<file path="config.mk">
export PLATFORM = sky130hd
export DESIGN_NAME = ram_sing_sync_master
export DESIGN_NICKNAME = d
export VERILOG_FILES = /design/src/rtl/ram_sing_sync_master.sv
export SDC_FILE = /design/constraint.sdc
export NUM_CORES = 1
export LEC_CHECK = 0
export CAP_MARGIN = 20
export CORE_MARGIN = 2
export CORE_UTILIZATION = 40
export CTS_CLUSTER_DIAMETER = 50
export DETAILED_ROUTE_END_ITERATION = 12
export GPL_TIMING_DRIVEN = 0
export PLACE_DENSITY = 0.72
export SETUP_SLACK_MARGIN = 0.02
export SYNTH_ARGS = -nofsm -noshare
export SYNTH_HDL_FRONTEND = slang
export SYNTH_SLANG_ARGS = --single-unit
</file>
<file path="constraint.sdc">
create_clock -name clk -period 1.97 [get_ports clk]
set_input_delay 0.394 -clock clk [delete_from_list [all_inputs] [get_ports clk]]
set_output_delay 0.394 -clock clk [all_outputs]
set_load 0.01 [all_outputs]
</file>
<file path="src/rtl/ram_sing_sync_master.sv">
// Single-port sync-read RAM controller: host valid/ready access plus a march self-test (write all, read back, count mismatches).
// Host writes 1/cycle, read response 1 cycle after accept (no backpressure); self-test takes 2*DEPTH+1 cycles.
module ram_sing_sync_master #(
  parameter int WIDTH  = 8,
  parameter int ADDR_W = 3
) (
  input  logic              clk,
  input  logic              rst,
  input  logic              req_valid,
  output logic              req_ready,
  input  logic              req_we,
  input  logic [ADDR_W-1:0] req_addr,
  input  logic [WIDTH-1:0]  req_wdata,
  output logic              rsp_valid,
  output logic [WIDTH-1:0]  rsp_data,
  output logic [ADDR_W-1:0] rsp_addr,
  input  logic              bist_start,
  input  logic [WIDTH-1:0]  bist_pattern,
  output logic              bist_busy,
  output logic              bist_done,
  output logic              bist_pass,
  output logic [ADDR_W:0]   bist_err_cnt,
  output logic [ADDR_W-1:0] bist_fail_addr,
  output logic              ram_we,
  output logic [ADDR_W-1:0] ram_addr,
  output logic [WIDTH-1:0]  ram_din,
  input  logic [WIDTH-1:0]  ram_dout
);

  localparam int DEPTH = 1 << ADDR_W;

  typedef enum logic [2:0] {IDLE, RD_WAIT, T_WR, T_RD, T_LAST} state_t;

  state_t            state;
  logic [ADDR_W:0]   idx;
  logic [WIDTH-1:0]  pat;
  logic [ADDR_W-1:0] rd_addr;
  logic [ADDR_W-1:0] cmp_addr;
  logic              cmp_vld;

  logic [ADDR_W-1:0] idx_a;
  logic              idx_last;
  logic              host_acc;
  logic              chk_now;
  logic              mism;
  logic [WIDTH-1:0]  exp_dat;

  assign idx_a     = idx[ADDR_W-1:0];
  assign idx_last  = (idx == (ADDR_W+1)'(DEPTH - 1));
  assign req_ready = !rst && (state == IDLE) && !bist_start;
  assign host_acc  = req_ready && req_valid;

  // Read-back compare runs one address behind the read issue; ram_dout is
  // only looked at when the previous edge was a read.
  assign exp_dat = pat ^ WIDTH'(cmp_addr);
  assign chk_now = cmp_vld && ((state == T_RD) || (state == T_LAST));
  assign mism    = chk_now && (ram_dout != exp_dat);

  always_comb begin
    ram_we   = 1'b0;
    ram_addr = '0;
    ram_din  = '0;
    if (!rst) begin
      case (state)
        IDLE: begin
          if (host_acc) begin
            ram_we   = req_we;
            ram_addr = req_addr;
            ram_din  = req_we ? req_wdata : '0;
          end
        end
        RD_WAIT: ram_addr = rd_addr;
        T_WR: begin
          ram_we   = 1'b1;
          ram_addr = idx_a;
          ram_din  = pat ^ WIDTH'(idx_a);
        end
        T_RD:    ram_addr = idx_a;
        default: ram_addr = '0;
      endcase
    end
  end

  always_ff @(posedge clk) begin
    if (rst) begin
      state          <= IDLE;
      idx            <= '0;
      pat            <= '0;
      rd_addr        <= '0;
      cmp_addr       <= '0;
      cmp_vld        <= 1'b0;
      rsp_valid      <= 1'b0;
      rsp_data       <= '0;
      rsp_addr       <= '0;
      bist_busy      <= 1'b0;
      bist_done      <= 1'b0;
      bist_pass      <= 1'b0;
      bist_err_cnt   <= '0;
      bist_fail_addr <= '0;
    end else begin
      rsp_valid <= 1'b0;
      bist_done <= 1'b0;

      if (mism) begin
        if (bist_err_cnt == '0)
          bist_fail_addr <= cmp_addr;
        bist_err_cnt <= bist_err_cnt + 1'b1;
      end

      case (state)
        IDLE: begin
          if (bist_start) begin
            state          <= T_WR;
            idx            <= '0;
            pat            <= bist_pattern;
            cmp_vld        <= 1'b0;
            bist_busy      <= 1'b1;
            bist_pass      <= 1'b0;
            bist_err_cnt   <= '0;
            bist_fail_addr <= '0;
          end else if (host_acc && !req_we) begin
            rd_addr <= req_addr;
            state   <= RD_WAIT;
          end
        end
        RD_WAIT: begin
          rsp_valid <= 1'b1;
          rsp_data  <= ram_dout;
          rsp_addr  <= rd_addr;
          state     <= IDLE;
        end
        T_WR: begin
          if (idx_last) begin
            idx   <= '0;
            state <= T_RD;
          end else begin
            idx <= idx + 1'b1;
          end
        end
        T_RD: begin
          cmp_addr <= idx_a;
          cmp_vld  <= 1'b1;
          if (idx_last)
            state <= T_LAST;
          else
            idx <= idx + 1'b1;
        end
        T_LAST: begin
          // Final verdict folds in the compare happening on this same edge.
          bist_pass <= (bist_err_cnt == '0) && !mism;
          bist_busy <= 1'b0;
          bist_done <= 1'b1;
          cmp_vld   <= 1'b0;
          state     <= IDLE;
        end
        default: state <= IDLE;
      endcase
    end
  end

endmodule
</file>
* Word-level counts from Yosys, hierarchy flattened
Index checks and enable logic that the tools add are counted.
** Word-level totals
- Input port bits :: 32
- Register bits :: 44
- Word-level logic and storage cells :: 87
- Output and inout port bits :: 35
** Cells by class
- Eq/ne operators :: 11
- Muxes and demuxes :: 33
- Reductions and logical operators :: 24
- Bitwise gates (word level) :: 3
- Add/subtract/negate cells :: 2
** Operators with widths (count)
- $mux 3 :: 10
- $mux 4 :: 6
- $mux 8 :: 3
- $pmux 3 s3 :: 2
- $pmux 8 s2 :: 1
- $xor 8x3->8 :: 2
- $pmux 4 s3 :: 1
- $reduce_and 3->1 :: 3
- $add 4x1->4 const B :: 2
- $ne 2x2->1 const B :: 4
- $ne 8x8->1 :: 1
- $logic_and 1x1->1 :: 7
- $eq 3x2->1 const B :: 2
- $mux 1 :: 6
- $pmux 1 s2 :: 3
- $reduce_and 2->1 :: 3
- $reduce_bool 3->1 :: 2
- $eq 4x3->1 const B :: 1
- $logic_not 1->1 :: 4
- $logic_not 4->1 :: 1
- $eq 3x1->1 const B :: 1
- $eq 3x3->1 const B :: 1
- $logic_not 3->1 :: 1
- $ne 3x2->1 const B :: 1
- other kinds (5) :: 5

* Longest topological paths before layout
- Depth in word-level cells :: 8
- Depth in mapped cells :: 6
- Gate-level depth less buffers :: 6

* Least setup slack after synthesis
OpenSTA, ideal clock, no wires.
- Path type :: flip-flop to output port
- Start :: register state[2]
- End :: output ram_din[0]
- Arrival time :: 1770 ps
- Path buffers :: 1
- Stages on the path, launching flop included :: 6
- Path slack :: -194 ps
- Data required time :: 1576 ps
- Path through :: dfxtp_1 buf_2 or4b_4 nor4b_4 a22oi_1 nor2_1
** Between the ends
- Cells in the longest elaborated chain, start to end :: 7
- Elaborated cells between the ends (all ways) :: 8
- Classes of those cells :: eq/ne (1); mux (3); reduce/logical (4)
** Ends and longest elaborated chain
- from (decl) :: line 34 : state_t state;
- from (signal assigned) :: line 86 : state <= IDLE;
- from (signal assigned) :: line 113 : state <= T_WR;
- from (signal assigned) :: line 123 : state <= RD_WAIT;
- $logic_not 3->1 :: line 50, 64
- $logic_and 1x1->1 (2 in a row) :: line 50 : assign req_ready = !rst && (state == IDLE) && !bist_start;
- $logic_and 1x1->1 :: line 51 : assign host_acc = req_ready && req_valid;
- $mux 8 :: line 66 : if (host_acc) begin
- $pmux 8 s2 * :: line 64 : case (state)
- $mux 8 * :: line 63 : if (!rst) begin
- to (decl) :: line 26 : output logic [WIDTH-1:0] ram_din,
Mark *: on every way between the ends. The rest lies on a longest branch, timed or not.

* Worst setup path in the final report
Same ends and word-level chain as after synthesis.

==> impl_metrics.env <==
export IMPL_ys_warn_count=0
export IMPL_synth_cell_types=41
export IMPL_synthMuxAreaShare=0.0177
export IMPL_p_total_mw=2.01
export IMPL_post_dp_cell_area_um2=3040
export IMPL_grt_util_all_layers=0.220
export IMPL_fmax_mhz=409
export IMPL_dpl_hpwl_mm=4.78
export IMPL_finish_utilization=0.594
export IMPL_routedWlPerCell_um=15.7
export IMPL_vdd_drop_max_mv=0.323
export IMPL_dieArea_um2=6290
export IMPL_dr_wl_met2_mm=3.17
export IMPL_timing_hold_violations_final=0
export IMPL_setup_viol=12
export IMPL_synth_compound_area_frac=0.188
export IMPL_wl_mm=6.71
export IMPL_stdcell_area_um2=3270
export IMPL_hp_class="flip-flop to flip-flop"
export IMPL_path_clk_slew_ns=0.09
export IMPL_cts_path_max_buffers=2
export IMPL_syn_inst=272
export IMPL_slew_viol_final=0
export IMPL_die_width_um=79.3
export IMPL_ctsRootBufferMaster="clkbuf_8"
export IMPL_violations="negative setup slack"
export IMPL_fin_ws_ns=-0.478
export IMPL_regArea_um2=885
export IMPL_grt_pass1_vias=2210
export IMPL_area_delta_synth_final_pct=44.2
export IMPL_vias_per_cell=5.35
export IMPL_tns_ns=-5.15
export IMPL_io_buffer_count=66
export IMPL_wl_met1_mm=3.07
export IMPL_n_antenna_cell=0
export IMPL_outcome="finished, violations left"
export IMPL_htreeDepth=2
export IMPL_core_area_um2=5510
export IMPL_synth_seq_area_share=0.388
export IMPL_fp_dieH_um=79.3
export IMPL_stdcell_count=428
export IMPL_grt_max_degree=14
export IMPL_cpLargestDelayFamily="simple AND/OR/NAND/NOR gates"
export IMPL_p_leak_nw=1.23
export IMPL_fin_crit_ns=2.45
export IMPL_cpPeakStageDelay_ns=0.51
export IMPL_place_inst=410
export IMPL_initial_utilization=0.412
export IMPL_synthAdderAreaFrac=0.0165
export IMPL_worst_path_max_fanout=2
export IMPL_clock_sinks=44
export IMPL_syn_area_um2=2270
export IMPL_io_pins=67
export IMPL_syn_avg_cell_area_um2=8.34
export IMPL_cp_required_ns=1.58
export IMPL_rows=27
export IMPL_path_cells="buf_6 -> or4b_4 -> nor4b_4 -> buf_4 -> a22oi_2 -> nor2_1 -> buf_2"
export IMPL_clk_latency_ns=0.30
export IMPL_multiInputGateArea_um2=1390
export IMPL_layout_nets=390
export IMPL_worst_slew_pin_slew_ns=0.538
export IMPL_synth_top_family_by_area="simple AND/OR/NAND/NOR gates"
export IMPL_grt_pass1_wl_mm=10.8
export IMPL_synth_nets=307
export IMPL_top_layer_used="met4"
export IMPL_cts_tree="yes"
export IMPL_cts_buffers=5
export IMPL_met3WireLength_um=350
export IMPL_slew_headroom=0.639
export IMPL_endpoint_kind="primary output"
export IMPL_place_gp_congestion=0.874
export IMPL_nFillCells=498
export IMPL_drtIter0Drc=131
export IMPL_drt_pass1_iterations=4
export IMPL_worstPathArrival_ns=2.05
export IMPL_powerDensity_nw_per_um2=613
export IMPL_grt_overflow=0
export IMPL_synth_seq_cells=44
export IMPL_start_kind="flip-flop"
export IMPL_crit_buf_inv=3
export IMPL_synth_simple_area_share=0.280
export IMPL_whs_ns=0.460
export IMPL_ant_nets=0
export IMPL_synth_xor_area_frac=0.0623
export IMPL_drc=0
export IMPL_period_share=1.24
export IMPL_rsz0062_at_grt="yes"
export IMPL_cap_violations=0
export IMPL_slowest_stage="or4b_4"
export IMPL_finalClockSkew_ns=0.00708
export IMPL_place_ws_ns=-1.41
export IMPL_drive_gt1_frac=0.194
export IMPL_crit_type="flip-flop to primary output"
export IMPL_holdBufCountCts=0
export IMPL_routed_via_count=2289
export IMPL_antenna_found_initial=0
## tightest hold or removal path, delay by kind of cell (launching register included)
| family | cells | cell delay (ns) |
|---|---|---|
| AND/OR/NAND/NOR | 1 | 0.05 |
| flip-flops | 1 | 0.31 |
| AO/OA/AOI/OAI | 1 | 0.05 |
## worst paths after layout
kind	end	from	slack [ns]	cells after the start
min	rsp_addr[1]	rsp_addr[1]	0.46	2
max	ram_din[0]	state[2]	-0.48	7
min reg2reg	rsp_addr[1]	rsp_addr[1]	0.46	2
max reg2reg	idx[3]	idx[0]	0.10	5
## area by class of cell
type / instances / area share
Multi-Input combinational cell: 202 / 0.426
Clock inverter: 1 / 0.00230
Inverter: 11 / 0.0126
Clock buffer: 7 / 0.0264
Tap cell: 72 / 0.0275
Buffer: 14 / 0.0260
Timing Repair Buffer: 77 / 0.209
Sequential cell: 44 / 0.270
## where the power goes
part	switching, mW	leakage (nW)	internal, mW
logic	0.231	0.828	0.198
registers	0.0447	0.358	0.925
clock network	0.322	0.0445	0.286
total	0.597	1.23	1.41
## state kept, by name, summed over array words and instances (netlist names), 4 cells and up
register and cells:
bist_err_cnt 4, idx 4, pat 8, rsp_data 8
## layer usage
metal / global-route usage / up-vias
met1: 0.288 / 1053
met2: 0.349 / 77
met4: 0.0879 / 0
met3: 0.0511 / 11
li1: - / 1148
met5: 0 / -
## synth_stat cells
| cell type | n | area, um^2 |
|---|---|---|
| o211ai_1 | 3 | 22.5 |
| mux2i_1 | 4 | 40.0 |
| or3_1 | 1 | 6.26 |
| clkbuf_1 | 9 | 33.8 |
| or4_1 | 1 | 7.51 |
| inv_1 | 11 | 41.3 |
| nor4b_4 | 2 | 47.6 |
| a2111o_1 | 7 | 78.8 |
| or4_4 | 1 | 11.3 |
| a22oi_1 | 8 | 60.1 |
| nor3b_1 | 2 | 15.0 |
| nand3_1 | 17 | 85.1 |
| nor2_1 | 28 | 105 |
| o31ai_1 | 4 | 30.0 |
| buf_2 | 5 | 25.0 |
| and2_1 | 1 | 6.26 |
| and3b_1 | 2 | 17.5 |
| nand4_1 | 7 | 43.8 |
| a221oi_1 | 1 | 8.76 |
| or3b_2 | 1 | 8.76 |
| nand2b_1 | 2 | 12.5 |
| nor4_2 | 2 | 25.0 |
| or4b_4 | 1 | 13.8 |
| nand2_1 | 41 | 154 |
| o22ai_1 | 1 | 6.26 |
| a21oi_1 | 28 | 140 |
| xor2_1 | 8 | 70.1 |
| a21boi_0 | 1 | 7.51 |
| buf_4 | 1 | 7.51 |
| nand3b_1 | 1 | 7.51 |
| o21ai_1 | 1 | 5.00 |
| nor3_1 | 8 | 40.0 |
| o21ai_0 | 4 | 20.0 |
| nor4b_2 | 1 | 15.0 |
| ha_1 | 3 | 37.5 |
| xor3_1 | 3 | 71.3 |
| or2_2 | 2 | 12.5 |
| a311oi_1 | 1 | 8.76 |
| o22a_1 | 1 | 8.76 |
| dfxtp_1 | 44 | 881 |
| a222oi_1 | 3 | 30.0 |
## placed cells by master (no fill, tap or decap), types with 4 or more instances in the layout
cell,n
a2111o_1,7
a21oi_1,28
a22oi_2,5
buf_2,15
buf_4,10
buf_6,4
clkbuf_1,6
clkbuf_8,6
clkdlybuf4s50_1,50
dfxtp_1,41
inv_1,11
mux2i_1,4
nand2_1,41
nand3_1,17
nand4_1,7
nor2_1,25
o21ai_0,4
o31ai_1,4
xor2_1,8
## cell families (layout without fill, tap and decap cells)
family	after synthesis	after routing
multiplexers	4	4
flip-flops	44	44
buffers and inverters	26	110
adder cells (fa/ha/maj)	3	3
XOR/XNOR	11	11
AO/OA/AOI/OAI	63	63
AND/OR/NAND/NOR	121	121
## repair_timing
| item | CTS | global route |
|---|---|---|
| resized for setup | 71 | 16 |
| setup endpoints to repair | 32 | 21 |
| buffers inserted | 8 | 2 |
| pin swaps | 11 | 13 |
(Power assumes the default switching activity.)
